==> src/rtl/cmsdk_debug_cmd_sequencer_if.sv <==
// Bus bundle between the StdOut UART receiver, the debug tester and the command sequencer.
// The sequencer takes the slave modport; whoever drives the stream and tester flags takes master.
interface cmsdk_debug_cmd_sequencer_if;
  logic [7:0] RX_DATA;
  logic       RX_VALID;
  logic       DEBUG_RUNNING;
  logic       DEBUG_ERR;
  logic       STATUS_CLR;
  logic       DEBUG_TEST_EN;
  logic [5:0] DEBUG_COMMAND;
  logic       DEBUG_START;
  logic       BUSY;
  logic       CMD_DONE;
  logic       CMD_PASS;
  logic       ERR_STICKY;
  logic       TIMEOUT_STICKY;
  logic       OVERFLOW_STICKY;

  modport slave (
    input  RX_DATA, RX_VALID, DEBUG_RUNNING, DEBUG_ERR, STATUS_CLR,
    output DEBUG_TEST_EN, DEBUG_COMMAND, DEBUG_START, BUSY, CMD_DONE, CMD_PASS,
           ERR_STICKY, TIMEOUT_STICKY, OVERFLOW_STICKY
  );

  modport master (
    output RX_DATA, RX_VALID, DEBUG_RUNNING, DEBUG_ERR, STATUS_CLR,
    input  DEBUG_TEST_EN, DEBUG_COMMAND, DEBUG_START, BUSY, CMD_DONE, CMD_PASS,
           ERR_STICKY, TIMEOUT_STICKY, OVERFLOW_STICKY
  );
endinterface

==> src/rtl/cmsdk_debug_cmd_sequencer.sv <==
// Debug-tester command sequencer: decodes ESC-prefixed UART bytes, owns the tester enable,
// issues one 6-bit command at a time and tracks the tester running/error handshake with a timeout.
module cmsdk_debug_cmd_sequencer #(
  parameter int unsigned TIMEOUT_CYCLES = 65535,
  parameter logic [7:0]  ESC_CODE       = 8'h1B
) (
  input  logic                        CLK,
  input  logic                        RESET,
  cmsdk_debug_cmd_sequencer_if.slave  bus
);
  typedef enum logic [1:0] {IDLE = 2'd0, WAIT_RUN = 2'd1, WAIT_DONE = 2'd2} state_t;

  localparam logic [19:0] TMO_LAST = 20'(TIMEOUT_CYCLES - 1);

  function automatic logic [19:0] sat_inc(input logic [19:0] v);
    return (v == 20'hFFFFF) ? v : v + 20'd1;
  endfunction

  state_t      state_q, state_d;
  logic [19:0] timer_q, timer_d;
  logic [5:0]  pend_cmd_q, pend_cmd_d;
  logic [5:0]  cmd_q, cmd_d;
  logic        esc_seen_q, esc_seen_d;
  logic        en_q, en_d;
  logic        dis_pend_q, dis_pend_d;
  logic        pend_valid_q, pend_valid_d;
  logic        start_q, start_d;
  logic        done_q, done_d;
  logic        pass_q, pass_d;
  logic        err_st_q, err_st_d;
  logic        to_st_q, to_st_d;
  logic        ovf_st_q, ovf_st_d;
  logic        run_s1_q, run_s1_d, run_s2_q, run_s2_d;
  logic        err_s1_q, err_s1_d, err_s2_q, err_s2_d;

  logic rx_esc, rx_dec, req_en, req_dis, req_cmd, issue;
  logic to_idle, err_set, to_set, ovf_set;

  always_comb begin
    rx_esc  = bus.RX_VALID && (bus.RX_DATA == ESC_CODE);
    rx_dec  = bus.RX_VALID && esc_seen_q && (bus.RX_DATA != ESC_CODE);
    req_en  = rx_dec && (bus.RX_DATA == 8'h11);
    req_dis = rx_dec && (bus.RX_DATA == 8'h12);
    req_cmd = rx_dec && (bus.RX_DATA[7:5] == 3'b001);
    issue   = (state_q == IDLE) && pend_valid_q && en_q;

    esc_seen_d = bus.RX_VALID ? rx_esc : esc_seen_q;
    state_d    = state_q;
    timer_d    = timer_q;
    cmd_d      = cmd_q;
    pass_d     = pass_q;
    start_d    = 1'b0;
    done_d     = 1'b0;
    to_idle    = 1'b0;
    err_set    = 1'b0;
    to_set     = 1'b0;
    ovf_set    = 1'b0;

    case (state_q)
      IDLE: begin
        if (issue) begin
          state_d = WAIT_RUN;
          cmd_d   = pend_cmd_q;
          start_d = 1'b1;
          timer_d = '0;
        end
      end
      WAIT_RUN: begin
        if (run_s2_q) begin
          state_d = WAIT_DONE;
          timer_d = '0;
        end else if (timer_q == TMO_LAST) begin
          to_set = 1'b1;
        end else begin
          timer_d = sat_inc(timer_q);
        end
      end
      WAIT_DONE: begin
        if (!run_s2_q) begin
          state_d = IDLE;
          to_idle = 1'b1;
          done_d  = 1'b1;
          pass_d  = ~err_s2_q;
          err_set = err_s2_q;
        end else if (timer_q == TMO_LAST) begin
          to_set = 1'b1;
        end else begin
          timer_d = sat_inc(timer_q);
        end
      end
      default: state_d = IDLE;
    endcase

    if (to_set) begin
      state_d = IDLE;
      to_idle = 1'b1;
      done_d  = 1'b1;
      pass_d  = 1'b0;
    end

    // Single-entry slot: refill is allowed on the edge its current occupant issues.
    pend_valid_d = pend_valid_q && !issue;
    pend_cmd_d   = pend_cmd_q;
    if (req_cmd) begin
      if (!pend_valid_q || issue) begin
        pend_valid_d = 1'b1;
        pend_cmd_d   = bus.RX_DATA[5:0];
      end else begin
        ovf_set = 1'b1;
      end
    end

    // A disable outside IDLE is held back until the running command completes.
    en_d       = en_q;
    dis_pend_d = dis_pend_q;
    if (req_en) begin
      en_d       = 1'b1;
      dis_pend_d = 1'b0;
    end else if (req_dis && (state_q == IDLE)) begin
      en_d       = 1'b0;
      dis_pend_d = 1'b0;
    end else if ((req_dis || dis_pend_q) && to_idle) begin
      en_d       = 1'b0;
      dis_pend_d = 1'b0;
    end else if (req_dis) begin
      dis_pend_d = 1'b1;
    end

    err_st_d = err_set | (err_st_q & ~bus.STATUS_CLR);
    to_st_d  = to_set  | (to_st_q  & ~bus.STATUS_CLR);
    ovf_st_d = ovf_set | (ovf_st_q & ~bus.STATUS_CLR);

    run_s1_d = bus.DEBUG_RUNNING;
    run_s2_d = run_s1_q;
    err_s1_d = bus.DEBUG_ERR;
    err_s2_d = err_s1_q;
  end

  always_ff @(posedge CLK) begin
    if (RESET) begin
      state_q      <= IDLE;
      timer_q      <= '0;
      pend_cmd_q   <= '0;
      cmd_q        <= '0;
      esc_seen_q   <= 1'b0;
      en_q         <= 1'b0;
      dis_pend_q   <= 1'b0;
      pend_valid_q <= 1'b0;
      start_q      <= 1'b0;
      done_q       <= 1'b0;
      pass_q       <= 1'b0;
      err_st_q     <= 1'b0;
      to_st_q      <= 1'b0;
      ovf_st_q     <= 1'b0;
      run_s1_q     <= 1'b0;
      run_s2_q     <= 1'b0;
      err_s1_q     <= 1'b0;
      err_s2_q     <= 1'b0;
    end else begin
      state_q      <= state_d;
      timer_q      <= timer_d;
      pend_cmd_q   <= pend_cmd_d;
      cmd_q        <= cmd_d;
      esc_seen_q   <= esc_seen_d;
      en_q         <= en_d;
      dis_pend_q   <= dis_pend_d;
      pend_valid_q <= pend_valid_d;
      start_q      <= start_d;
      done_q       <= done_d;
      pass_q       <= pass_d;
      err_st_q     <= err_st_d;
      to_st_q      <= to_st_d;
      ovf_st_q     <= ovf_st_d;
      run_s1_q     <= run_s1_d;
      run_s2_q     <= run_s2_d;
      err_s1_q     <= err_s1_d;
      err_s2_q     <= err_s2_d;
    end
  end

  assign bus.DEBUG_TEST_EN   = en_q;
  assign bus.DEBUG_COMMAND   = cmd_q;
  assign bus.DEBUG_START     = start_q;
  assign bus.BUSY            = pend_valid_q | (state_q != IDLE);
  assign bus.CMD_DONE        = done_q;
  assign bus.CMD_PASS        = pass_q;
  assign bus.ERR_STICKY      = err_st_q;
  assign bus.TIMEOUT_STICKY  = to_st_q;
  assign bus.OVERFLOW_STICKY = ovf_st_q;
endmodule

==> src/flat_wrapper.sv <==
// flat-port wrapper written by rule: the top's interface ports become plain ports
module cmsdk_debug_cmd_sequencer_flat 
#(
  parameter int unsigned TIMEOUT_CYCLES = 65535,
  parameter logic [7:0]  ESC_CODE       = 8'h1B
)
  (CLK, RESET, bus_RX_DATA, bus_RX_VALID, bus_DEBUG_RUNNING, bus_DEBUG_ERR, bus_STATUS_CLR, bus_DEBUG_TEST_EN, bus_DEBUG_COMMAND, bus_DEBUG_START, bus_BUSY, bus_CMD_DONE, bus_CMD_PASS, bus_ERR_STICKY, bus_TIMEOUT_STICKY, bus_OVERFLOW_STICKY);
  cmsdk_debug_cmd_sequencer_if bus_i ();
  input  logic CLK;
  input  logic RESET;
  input wire logic [$bits(bus_i.RX_DATA)-1:0] bus_RX_DATA;
  input wire logic [$bits(bus_i.RX_VALID)-1:0] bus_RX_VALID;
  input wire logic [$bits(bus_i.DEBUG_RUNNING)-1:0] bus_DEBUG_RUNNING;
  input wire logic [$bits(bus_i.DEBUG_ERR)-1:0] bus_DEBUG_ERR;
  input wire logic [$bits(bus_i.STATUS_CLR)-1:0] bus_STATUS_CLR;
  output wire logic [$bits(bus_i.DEBUG_TEST_EN)-1:0] bus_DEBUG_TEST_EN;
  output wire logic [$bits(bus_i.DEBUG_COMMAND)-1:0] bus_DEBUG_COMMAND;
  output wire logic [$bits(bus_i.DEBUG_START)-1:0] bus_DEBUG_START;
  output wire logic [$bits(bus_i.BUSY)-1:0] bus_BUSY;
  output wire logic [$bits(bus_i.CMD_DONE)-1:0] bus_CMD_DONE;
  output wire logic [$bits(bus_i.CMD_PASS)-1:0] bus_CMD_PASS;
  output wire logic [$bits(bus_i.ERR_STICKY)-1:0] bus_ERR_STICKY;
  output wire logic [$bits(bus_i.TIMEOUT_STICKY)-1:0] bus_TIMEOUT_STICKY;
  output wire logic [$bits(bus_i.OVERFLOW_STICKY)-1:0] bus_OVERFLOW_STICKY;
  assign bus_i.RX_DATA = bus_RX_DATA;
  assign bus_i.RX_VALID = bus_RX_VALID;
  assign bus_i.DEBUG_RUNNING = bus_DEBUG_RUNNING;
  assign bus_i.DEBUG_ERR = bus_DEBUG_ERR;
  assign bus_i.STATUS_CLR = bus_STATUS_CLR;
  assign bus_DEBUG_TEST_EN = bus_i.DEBUG_TEST_EN;
  assign bus_DEBUG_COMMAND = bus_i.DEBUG_COMMAND;
  assign bus_DEBUG_START = bus_i.DEBUG_START;
  assign bus_BUSY = bus_i.BUSY;
  assign bus_CMD_DONE = bus_i.CMD_DONE;
  assign bus_CMD_PASS = bus_i.CMD_PASS;
  assign bus_ERR_STICKY = bus_i.ERR_STICKY;
  assign bus_TIMEOUT_STICKY = bus_i.TIMEOUT_STICKY;
  assign bus_OVERFLOW_STICKY = bus_i.OVERFLOW_STICKY;
  cmsdk_debug_cmd_sequencer #(.TIMEOUT_CYCLES(TIMEOUT_CYCLES), .ESC_CODE(ESC_CODE)) u_core (.CLK(CLK), .RESET(RESET), .bus(bus_i));
endmodule
==> config.mk <==
export PLATFORM = sky130hd
export DESIGN_NAME = cmsdk_debug_cmd_sequencer_flat
export DESIGN_NICKNAME = d
export VERILOG_FILES = /design/src/rtl/cmsdk_debug_cmd_sequencer_if.sv /design/src/rtl/cmsdk_debug_cmd_sequencer.sv /design/src/flat_wrapper.sv
export SDC_FILE = /design/constraint.sdc
export NUM_CORES = 1
export LEC_CHECK = 0
export ABC_AREA = 0
export BUFFER_PORTS_ARGS = -buffer_cell sky130_fd_sc_hd__buf_4
export CAP_MARGIN = 20
export CORE_AREA = 2 2 68 70
export DETAILED_ROUTE_END_ITERATION = 10
export DIE_AREA = 0 0 70 72
export HOLD_SLACK_MARGIN = 0.05
export MAX_ROUTING_LAYER = met4
export PLACE_DENSITY = 0.77
export SLEW_MARGIN = 20
export SYNTH_ARGS = -nofsm -noshare
export SYNTH_HDL_FRONTEND = slang
export SYNTH_SLANG_ARGS = --single-unit
==> constraint.sdc <==
create_clock -name CLK -period 2.9 [get_ports CLK]
set_clock_uncertainty 0.2 [all_clocks]
set_input_delay 0.725 -clock CLK [delete_from_list [all_inputs] [get_ports CLK]]
set_output_delay 0.725 -clock CLK [all_outputs]
set_load 0.02 [all_outputs]
==> run summary, run 1 <==
The global-route wire length before repair is 7507 um. The hold path startpoint is u_core.err_s1_q. The source-to-sink clock delay at the later pin of the worst-skew pair is 300 ps. The top fanout value on the critical path came out at 7. The die outline height came out at 72 um. The power per cell area came out at 442.0 mW/mm2. The region available for standard cell placement spans 0.004264 mm2. The violation count after the first detailed-routing iteration came out at 89. The total number of clock tree sinks is 48.

The number of nets in the layout is 305. Ranked by total cell area, the synthesized netlist is headed by dfxtp_1 (42%), nor2_1 (5.8%), mux2i_1 (5.3%). The total wire length after detailed routing is 4353 um. The depth of the worst register-to-register path came out at 7. STA classifies the critical path endpoint as a flop. The count of H-tree levels built during CTS came out at 2.

The total overflow left after global routing is 0. Summing all flip-flop and latch instances after layout gives 960.9 um2. For this run, the total global-route usage over all layers was measured as 0.1890.

The number of setup buffers added after CTS came out at 0. The critical path is of the flop to flop type. The number of placement rows came out at 24. Dividing the synthesized area by the synthesized cell count gives 8.971 um2. The half-perimeter wire length after placement is 3187 um.

The kind of start point of the critical path is a flop. The number of cells produced by synthesis is 253. STA puts the critical path data arrival time at 2460 ps.

The count of filler cells inserted in the layout came out at 366. The number of synthesized flops with an enable pin came out at 0. During placement, the flow inserted port buffers numbering 27. The average detailed-routed wire length per instance came out at 12.92 um. The number of hold violations in the final report is 0.

The cell area that synthesis handed to floorplanning was 0.002270 mm2. The die covers 0.005040 mm2. The net count after synthesis is 274. The count of state elements after synthesis came out at 48. For this run, the number of Yosys warnings is 0. The count of nets left with antenna violations after detail routing came out at 0. The hold path endpoint is u_core.err_s2_q.

The sum of negative setup slack is 0 ps. Entering global routing, the biggest net connects 34 pins. The total iterations of the first detailed-routing run is 4.

Across all hold checks on the routed design, the worst slack comes to 249.9 ps. The worst pin sits at a relative slew slack of 0.5260. The fraction of final layout cells sized beyond drive strength 1 is 0.1789. In this run the clock root is driven by a clkbuf_8. The final critical-path share of the clock period came out at 0.8354. The slew at the pin with the worst max-slew slack is 705.2 ps. The area added between synthesis and finish came out at 16.54%. Of the post-synthesis cell area, the dominant cell type holds 0.4234. The detailed-route via count is 1885. Among all flip-flop cells after synthesis, the most frequent one is dfxtp_1. In this run the critical register-to-register path is captured at u_core.timer_q[17]. The initial utilization of the core area, before any placement, comes to 0.5323.

The largest voltage drop on the vdd net is 0.2614 mV. Setup violations remaining at the end of the flow were counted as 0. The number of antenna violations at the first check in global routing was 0. The sequential-to-total area share from yosys stat came out at 0.4234. 28 I/O pins were placed. Clock-pin slew was measured on the worst setup and hold paths at 90 ps. TritonCTS built the clock tree.

The number of slew-limit violations in the final report came out at 0. Across the run, the number of max-cap violations was 0. For this design the static power due to leakage is 1.058 nW.

The repair_antennas step left the layout with diodes totalling 0. The worst endpoint required time is 2940 ps. The run finished with clean final reports. The post-cts sizing count is 0.

The average via count per standard cell is 5.593. The total CTS buffers is 5. The worst hold path belongs to the class flop to flop.

The worst hold path cell count is 1. The number of global-route vias before repair is 1742. The clock passes through at most 2 buffers. The number of distinct library cell variants in the gate-level netlist after synthesis is 52.

The maximum clock rate came out at 0.4128 GHz. The startpoint of the lowest-slack register-to-register path is u_core.state_q[0]. The area of the multi-input gates came out at 0.001222 mm2. The setup slack of the worst register-to-register path came out at 480 ps. Setup repair after global routing left no endpoint under its margin. After synthesis, the share of flip-flops with an asynchronous set or reset is 0. The global placer's final weighted congestion is 0.8805. The hold buffer count at cts came out at 0. The dominant cell type by area after synthesis is dfxtp_1. In this run the horizontal extent of the chip is 70 um.

The post-route minimum period came out at 2423 ps. The number of remaining DRC errors came out at 0.
==> where the power goes <==
| part | switching, mW | internal [mW] |
|---|---|---|
| Sequential | 0.000833 | 0.661 |
| Clock | 0.214 | 0.256 |
| Combinational | 0.0197 | 0.0177 |
==> per-layer routing <==
layer | vias up | wire, um | track usage
met3 | 4 | 150 | 0.04306
met1 | 879 | 2021 | 0.2180
li1 | 973 | - | -
met5 | - | 0 | -
met4 | 0 | 65 | 0.07265
met2 | 29 | 2115 | 0.3228
==> cells by family after synthesis <==
logic type,share of synthesized area
and+or+nand+nor,0.2393
adders and majority gates,0.03859
buffers and inverters,0.03804
DFF,0.4234
muxes,0.05788
xor gates and xnor gates,0.03087
AOI/OAI and AO/OA,0.1720
==> flip-flops by register name, indices dropped and copies added (netlist names), 2 cells and up <==
signal / count
u_core.bus.DEBUG_COMMAND: 6
u_core.pend_cmd_q: 6
u_core.state_q: 2
u_core.timer_q: 20
==> area by class of cell <==
type / count / share of cell area
Inverter: 11 / 0.01561
Multi-Input combinational cell: 185 / 0.4622
Timing Repair Buffer: 33 / 0.09366
Clock buffer: 6 / 0.02744
Clock inverter: 2 / 0.01325
Tap cell: 52 / 0.02460
Sequential cell: 48 / 0.3633
==> worst max-delay path, stage by stage, from the launching register on <==
cell     delay [ps]
dfxtp_1         380
inv_1           100
ha_1            220
nor2b_1         210
or3_1           420
a311o_1         400
a311o_1         290
a21oi_1         130
==> cell usage in the layout, fill, tap and decap left out, types with 2 or more instances in the layout <==
| master | n |
|---|---|
| a211oi_1 | 2 |
| a21oi_1 | 19 |
| a311o_1 | 2 |
| a31oi_1 | 5 |
| and3_1 | 3 |
| buf_4 | 33 |
| clkbuf_8 | 5 |
| dfxtp_1 | 48 |
| ha_1 | 7 |
| inv_1 | 11 |
| mux2i_1 | 12 |
| nand2_1 | 15 |
| nand2b_1 | 6 |
| nand3_1 | 6 |
| nand4_1 | 5 |
| nor2_1 | 35 |
| nor2b_1 | 7 |
| nor3_1 | 2 |
| nor4_1 | 2 |
| nor4_2 | 2 |
| o2111ai_1 | 5 |
| o211ai_1 | 2 |
| o21ai_0 | 7 |
| o32ai_1 | 2 |
| or3_1 | 6 |
| or4_1 | 2 |
| xnor2_1 | 2 |
| xor2_1 | 6 |
==> cells in the mapped netlist, drive strengths merged, types with 2 or more instances <==
cell type,count
or4,2
nor3,3
a21oi,19
xnor2,2
clkbuf,5
o211ai,2
dfxtp,48
a32oi,2
a31oi,5
nor2,35
o32ai,2
nand2,15
nor4,5
nor2b,7
inv,11
and3,3
xor2,6
nand2b,6
a311o,2
a211oi,3
or3,6
nand3,6
buf,4
mux2i,12
o21ai,8
ha,7
nand4,6
o2111ai,5
==> worst max path at each step <==
stage | start | end | slack [ps] | cells past startpoint
detailed placement | bus_RX_DATA[2] | u_core.dis_pend_q | 340 | 6
global route | u_core.state_q[0] | u_core.timer_q[17] | 320 | 7
CTS | u_core.state_q[0] | u_core.timer_q[17] | 480 | 7
global placement | bus_RX_DATA[2] | u_core.dis_pend_q | 390 | 6
finish | u_core.state_q[0] | u_core.timer_q[17] | 480 | 7
floorplan | bus_RX_DATA[2] | u_core.dis_pend_q | 560 | 5
==> through the flow <==
stage	instances	setup WS, ps	util	total power [mW]	instance area, um2
5_1_grt	337	319.4	0.6203	1.215	2645
6_report	337	477.3	0.6203	1.169	2645
3_5_place_dp	329	344.9	0.5951	0.7149	2537
2_1_floorplan	253	556.7	-	0.6923	2270
4_1_cts	337	475.1	0.6203	1.187	2645
3_3_place_gp	329	385.5	0.5951	0.7147	2537
No activity file was read; power rests on OpenSTA's default activity.
==> inputs of run 2 (changes only) <==
clock period = 2.3 ns   (was 2.9 ns; I/O delays follow)
==> run 2 against run 1 <==
Against the previous run:
- setup slack worse by 390 ps
- via count is 4.5% higher
- critical path depth is 1 lower
- die area stayed put
- worst hold slack worse by 5.1 ps
- cell area is 5.8% higher
- sequential share of layout area is 1.9 points lower
- first-iteration DRC count is 5.6% higher
- utilization is 3.6 points higher
- combinational power is 34% higher
- fmax is 9.6% higher
- critical path type unchanged
- largest power group unchanged
==> run summary, run 2 (same netlist as run 1, synthesis figures left out) <==
The maximum clock rate was 0.4523 GHz (was 0.4128 GHz). The maximum buffer depth of the clock tree is 2 (unchanged). The total number of clock tree sinks came out at 48 (unchanged). The number of buffer cells added on primary ports came to 27 (unchanged). The final critical-path share of the clock period is 0.9612 (was 0.8354). The number of hold violations in the final report came out at 0 (unchanged). The top fanout value on the critical path is 8 (was 7).

The number of slew-limit violations in the final report came out at 0 (unchanged). The number of placement rows came out at 24 (unchanged). The flip-flop count of the largest register, all copies and words added is 20 (unchanged). The global-route wire length before repair is 7631 um (was 7507 um).

The combinational cell fraction of total power is 0.033 (was 0.032). The count of H-tree levels built during CTS came out at 2 (unchanged). The count of nets left with antenna violations after detail routing came out at 0 (unchanged). The net load switching power was 304.2 uW (was 234.8 uW). The class of the tightest hold or removal check was flop to flop (unchanged). The post-place setup slack was -109.0 ps (was 344.9 ps).

The register name with the most flops is u_core.timer_q (unchanged). The initial cell density of the core came out at 0.5323 (unchanged). The sequential fraction of design power is 0.550 (was 0.566).

The number of max-capacitance violations reported came out at 0 (unchanged). The slew at the pin with the worst max-slew slack was 460.5 ps (was 705.2 ps). The kind of start point of the critical path is a flop (unchanged). The proportion of power drawn by the clock network is 0.417 (was 0.402).

The source-to-sink clock delay at the later pin of the worst-skew pair is 300 ps (about the same). The detailed-route via count came out at 1969 (was 1885). Cell breakdown of the critical path: ha_1 -> and3_1 -> a32oi_2 -> o21ai_1 -> or4_1 -> a21oi_2 (was inv_1 -> ha_1 -> nor2b_1 -> or3_1 -> a311o_1 -> a311o_1 -> a21oi_1).

The placeable core area is 0.004264 mm2 (unchanged). The most common library cell in the layout ignoring fill and taps is buf_4 (was dfxtp_1). The post-route minimum period came to 2211 ps (was 2423 ps).

The cell class contributing the biggest share of worst-path delay was simple AND/OR/NAND/NOR gates (was compound AO/OA/AOI/OAI gates). The violation count after the first detailed-routing iteration came out at 94 (was 89). The die outline height came to 72 um (unchanged).

The fraction of met3 tracks used by global routing came out at 0.04722 (was 0.04306). The TritonCTS clock tree is done (unchanged). The width of the die is 70 um (unchanged). The met1 layer usage reported by global route is 0.2352 (was 0.2180). The busiest layer in global routing is met2 (unchanged).

The cell leakage power is 1.145 nW (was 1.058 nW). The global route total overflow is 0 (unchanged). The average via count per standard cell came out at 5.562 (was 5.593). The number of remaining DRC errors came out at 0 (unchanged). The largest voltage drop on the vdd net is 0.2646 mV (was 0.2614 mV). The CTS clock-pin slew for the worst setup and hold paths came out at 90 ps (about the same).

The number of global-route vias before repair is 1763 (was 1742). The area added between synthesis and finish came out at 23.26% (was 16.54%). The worst hold margin came out at 244.9 ps (was 249.9 ps). The number of nets in the layout is 322 (was 305). The half-perimeter wire length after placement came out at 3257 um (was 3187 um). The number of antenna repair diodes came out at 0 (unchanged).

The kind of capture point of the worst setup path is a flop (unchanged). The largest incremental delay on the critical path is 490 ps (was 420 ps). The library cell used as clock root buffer is clkbuf_8 (unchanged). The critical path class is flop to flop (unchanged). The relative max-transition margin came out at 0.6921 (was 0.5260). The met2 capacity usage during global routing is 0.3164 (was 0.3228). The setup slack of the worst register-to-register path is 90 ps (was 480 ps). The number of antenna violations at the first check in global routing came out at 0 (unchanged). The fraction of final layout cells sized beyond drive strength 1 is 0.2450 (was 0.1789).

The endpoint arrival time on the critical path is 2250 ps (was 2460 ps). The die footprint is 0.005040 mm2 (unchanged). The global placer's final weighted congestion is 0.8131 (was 0.8805).

The average detailed-routed wire length per instance is 12.81 um (was 12.92 um). The internal power consumption came out at 1.213 mW (was 934.5 uW). Status: completed (unchanged). The worst endpoint required time is 2340 ps (was 2940 ps). The library cell contributing the largest single delay on the critical path was or4_1 (was or3_1). The total iterations of the first detailed-routing run is 4 (unchanged).

The total CTS buffers came out at 5 (unchanged). The fraction of power spent switching nets came out at 0.2005 (was 0.2008). The total routing usage reported by global routing is 0.1920 (was 0.1890). The buffers plus inverters on the worst setup path came out at 0 (was 1). The hold buffer count at cts is 0 (unchanged). The count of pins on the block boundary is 28 (unchanged).

The largest net degree at the start of global routing came out at 34 (unchanged). Setup repair after global routing missed its margin: false (unchanged). The worst-case setup margin in the final layout is 89.26 ps (was 477.3 ps).

The count of filler cells inserted in the layout is 366 (unchanged). The power per cell area is 542.4 mW/mm2 (was 442.0 mW/mm2). The final setup violation count was 0 (unchanged). Commonest cells after routing, fill and taps aside: buf_4 (50), dfxtp_1 (46), nor2_1 (35) (was dfxtp_1 (48), nor2_1 (35), buf_4 (33)).

The total wire length after detailed routing came out at 4534 um (was 4353 um).
run 2: changes by cell type in the layout (fill, tap and decap cells not counted), sizes merged:
| cell | delta |
|---|---|
| buf | +17 |
run 2: area by class of cell:
class                   count  area (um2)  share of cell area
well taps                  52       65.06             0.02326
multi-input cells         185        1231              0.4401
flip-flops and latches     48       963.4              0.3444
clock inverters             2       38.79             0.01386
clock buffers               6       82.58             0.02952
inverters                  11       41.29             0.01476
repair buffers             50       375.4              0.1342
run 2: repair_timing:
action / CTS / global route
resized for setup: 0 / 6
setup buffers: 0 / 1
endpoints found under the setup margin: 0 / 9
endpoints found under the hold margin: 0 / 0
run 2: metal layers:
| layer | share of wire | up-vias |
|---|---|---|
| met1 | 0.47 | 926 |
| li1 | - | 1006 |
| met4 | 0.011 | 0 |
| met2 | 0.48 | 33 |
| met3 | 0.038 | 4 |
| met5 | 0 | - |
run 2: worst reg2reg max path: cells and delay by family (launching register included):
kind	cells	cell delay, ps
flip-flops	1	360
AO/OA/AOI/OAI	3	670
AND/OR/NAND/NOR	2	690
adder cells (fa/ha/maj)	1	230
run 2: final timing paths:
path | start | end | depth (start not counted)
max | u_core.timer_q[0] | u_core.timer_q[7] | 6
min | u_core.err_s1_q | u_core.err_s2_q | 1
max reg2reg | u_core.timer_q[0] | u_core.timer_q[7] | 6
min reg2reg | u_core.err_s1_q | u_core.err_s2_q | 1
run 2: power groups by stage:
stage | Clock [mW] | Combinational, mW | Sequential [mW]
after detailed placement | 0 | 0.0501 | 0.854
after global routing | 0.670 | 0.0551 | 0.835
after CTS | 0.649 | 0.0501 | 0.835
after global placement | 0 | 0.0497 | 0.854
after floorplan | 0 | 0.0191 | 0.854
final | 0.633 | 0.0503 | 0.835
run 2: metrics by stage:
step | cells | total power [mW] | setup TNS, ps | area, um2 | utilization
floorplan | 253 | 0.8730 | 0 | 2270 | -
global placement | 345 | 0.9036 | -97.47 | 2658 | 0.6232
detailed placement | 345 | 0.9043 | -201.9 | 2658 | 0.6232
CTS | 353 | 1.534 | 0 | 2779 | 0.6517
global route | 354 | 1.561 | 0 | 2798 | 0.6561
finish | 354 | 1.517 | 0 | 2798 | 0.6561
==> inputs of run 3 (changes only) <==
SETUP_SLACK_MARGIN = 0.15   (was unset)
==> run 3 against run 2 <==
Against the previous run:
- worst hold slack lost 1.5 ps
- utilization increased by 1.7 points
- final cell count down 0.28%
- via count decreased by 0.41%
- non-clock buffer count decreased by 1
- critical path depth grew 1
- sequential power hardly changed
- clock-buffer cell count unchanged
==> run summary, run 3 (same netlist as run 1, synthesis figures left out) <==
Setup repair after global routing missed its margin: true (was false). The kind of capture point of the worst setup path is a flop (unchanged). Status: completed (unchanged). The library cell used as clock root buffer is clkbuf_8 (unchanged).

The maximum clock rate is 0.4655 GHz (was 0.4523 GHz). The count of H-tree levels built during CTS came out at 2 (unchanged). Commonest cells after routing, fill and taps aside: buf_4 (48), dfxtp_1 (45), nor2_1 (35) (was buf_4 (50), dfxtp_1 (46), nor2_1 (35)).

The top fanout value on the critical path is 4 (was 8). The detailed-routed wire length on met3 was 150 um (was 171 um). The wire length on met1 came out at 2223 um (was 2142 um). The beginning of the critical path was u_core.state_q[0] (was u_core.timer_q[0]). The startpoint of the lowest-slack register-to-register path is u_core.state_q[0] (was u_core.timer_q[0]). The number of max-capacitance violations reported is 0 (unchanged). The largest net degree at the start of global routing came to 34 (unchanged). The number of antenna repair diodes came to 0 (unchanged). The violation count after the first detailed-routing iteration came to 81 (was 94). The average detailed-routed wire length per instance came out at 13.65 um (was 12.81 um).

The average via count per standard cell is 5.555 (was 5.562). The maximum buffer depth of the clock tree came out at 2 (unchanged). The number of placement rows is 24 (unchanged). The number of global-route vias before repair was 1758 (was 1763). The total CTS buffers is 5 (unchanged). The number of non-filler instances in the completed layout is 353 (was 354). The highest layer used for signal routing is met4 (unchanged). The flip-flop count of the largest register, all copies and words added is 20 (unchanged). The number of remaining DRC errors is 0 (unchanged).

The largest voltage drop on the vdd net is 0.3088 mV (was 0.2646 mV). The power per cell area came out at 513.9 mW/mm2 (was 542.4 mW/mm2). The total wire length after detailed routing is 4819 um (was 4534 um). The area added between synthesis and finish came out at 26.52% (was 23.26%). The final critical-path share of the clock period is 0.9341 (was 0.9612). The fraction of final layout cells sized beyond drive strength 1 is 0.2791 (was 0.2450).

The final standard cell utilization of the core is 0.6734 (was 0.6561). The number of antenna violations at the first check in global routing was 0 (unchanged). The instance count after placement with tap cells included is 340 (was 345).

The worst endpoint required time is 2330 ps (was 2340 ps). The final setup violation count is 0 (unchanged). The total iterations of the first detailed-routing run came out at 4 (unchanged). The die outline height is 72 um (unchanged). The worst setup path endpoint is u_core.timer_q[17] (was u_core.timer_q[7]).

The critical path class is flop to flop (unchanged). The half-perimeter wire length after placement came out at 3259 um (was 3257 um). The die footprint came out at 0.005040 mm2 (unchanged).

The relative max-transition margin came to 0.7003 (was 0.6921). The endpoint of the worst-slack reg-to-reg timing path is u_core.timer_q[17] (was u_core.timer_q[7]). The class of the tightest hold or removal check was flop to flop (unchanged).

The post-route minimum period is 2148 ps (was 2211 ps). The post-place setup slack came out at -57.02 ps (was -109.0 ps). The global route total overflow is 0 (unchanged). The number of hold violations in the final report is 0 (unchanged). The post-route cell area came to 0.002872 mm2 (was 0.002798 mm2). The total number of clock tree sinks is 48 (unchanged).

The global placer's final weighted congestion came out at 0.8468 (was 0.8131). The hold buffer count at cts was 0 (unchanged). The met2 wire length is 2392 um (was 2172 um).

The slew at the pin with the worst max-slew slack was 448.2 ps (was 460.5 ps). The endpoint arrival time on the critical path was 2180 ps (was 2250 ps). The count of nets left with antenna violations after detail routing is 0 (unchanged). The CTS clock-pin slew for the worst setup and hold paths was 80 ps (was 90 ps). The total routing usage reported by global routing came to 0.1896 (was 0.1920). The count of pins on the block boundary is 28 (unchanged). The most common library cell in the layout ignoring fill and taps is buf_4 (unchanged). The detailed-route via count is 1961 (was 1969).

The depth of the worst register-to-register path is 7 (was 6). The source-to-sink clock delay at the later pin of the worst-skew pair is 300 ps (about the same). The placeable core area is 0.004264 mm2 (unchanged). The TritonCTS clock tree is done (unchanged).

The number of buffer cells added on primary ports is 27 (unchanged). The cell leakage power is 1.154 nW (was 1.145 nW). The global-route wire length before repair is 7603 um (was 7631 um). The number of nets in the layout is 321 (was 322). The worst-case setup margin in the final layout came out at 151.6 ps (was 89.26 ps).

The number of slew-limit violations in the final report is 0 (unchanged). The setup slack of the worst register-to-register path is 150 ps (was 90 ps). The worst hold margin is 243.4 ps (was 244.9 ps). The kind of start point of the critical path was a flop (unchanged). The initial cell density of the core is 0.5323 (unchanged).

The register name with the most flops was u_core.timer_q (unchanged). The instance area after placement came out at 0.002634 mm2 (was 0.002658 mm2). The width of the die was 70 um (unchanged).
## run 3: worst min-delay path by stage
stage | startpoint | end | slack (ps) | depth (start not counted)
3_5_place_dp | u_core.err_s1_q | u_core.err_s2_q | 230 | 1
5_1_grt | u_core.run_s1_q | u_core.run_s2_q | 260 | 1
3_3_place_gp | u_core.err_s1_q | u_core.err_s2_q | 220 | 1
4_1_cts | u_core.run_s1_q | u_core.run_s2_q | 250 | 1
2_1_floorplan | u_core.err_s1_q | u_core.err_s2_q | 210 | 1
6_report | u_core.run_s1_q | u_core.run_s2_q | 240 | 1
## run 3: where the power goes
group / leakage, nW / switching (mW) / internal [mW]
clock network: 0.0552 / 0.271 / 0.323
logic: 0.710 / 0.0260 / 0.0227
registers: 0.389 / 0.00142 / 0.832
total: 1.15 / 0.298 / 1.18
## run 3: cell type report
cell class / instances / area [um2]
clock buffers: 6 / 72.57
inverters: 11 / 43.79
clock inverters: 2 / 35.03
multi-input cells: 185 / 1316
flip-flops and latches: 48 / 967.2
repair buffers: 49 / 371.6
fillers: 349 / 1393
well taps: 52 / 65.06
## run 3: timing repair
item / 4_1_cts / 5_1_grt
pin swaps: 2 / 7
buffers inserted: 2 / 3
setup endpoints to repair: 10 / 20
resized for setup: 12 / 12
cloned: 0 / 0
## run 3: worst max-delay path, cell delays in order (launching register included)
cell,delay (ps)
dfxtp_2,370
inv_4,60
ha_2,180
a21boi_4,160
or3_4,360
a311o_1,330
a311o_1,290
a21oi_1,130
## run 3: metal layers
layer  up-vias  global-route usage
met5         -                   -
met2        35              0.3079
li1       1004                   -
met3         5             0.03611
met1       917              0.2329
met4         0             0.08120
## run 3: per-stage QoR
step	total power, mW	TNS, ps
6_report	1.476	0
4_1_cts	1.492	0
2_1_floorplan	0.8732	0
3_3_place_gp	0.9019	-25.28
3_5_place_dp	0.9025	-108.0
5_1_grt	1.522	0
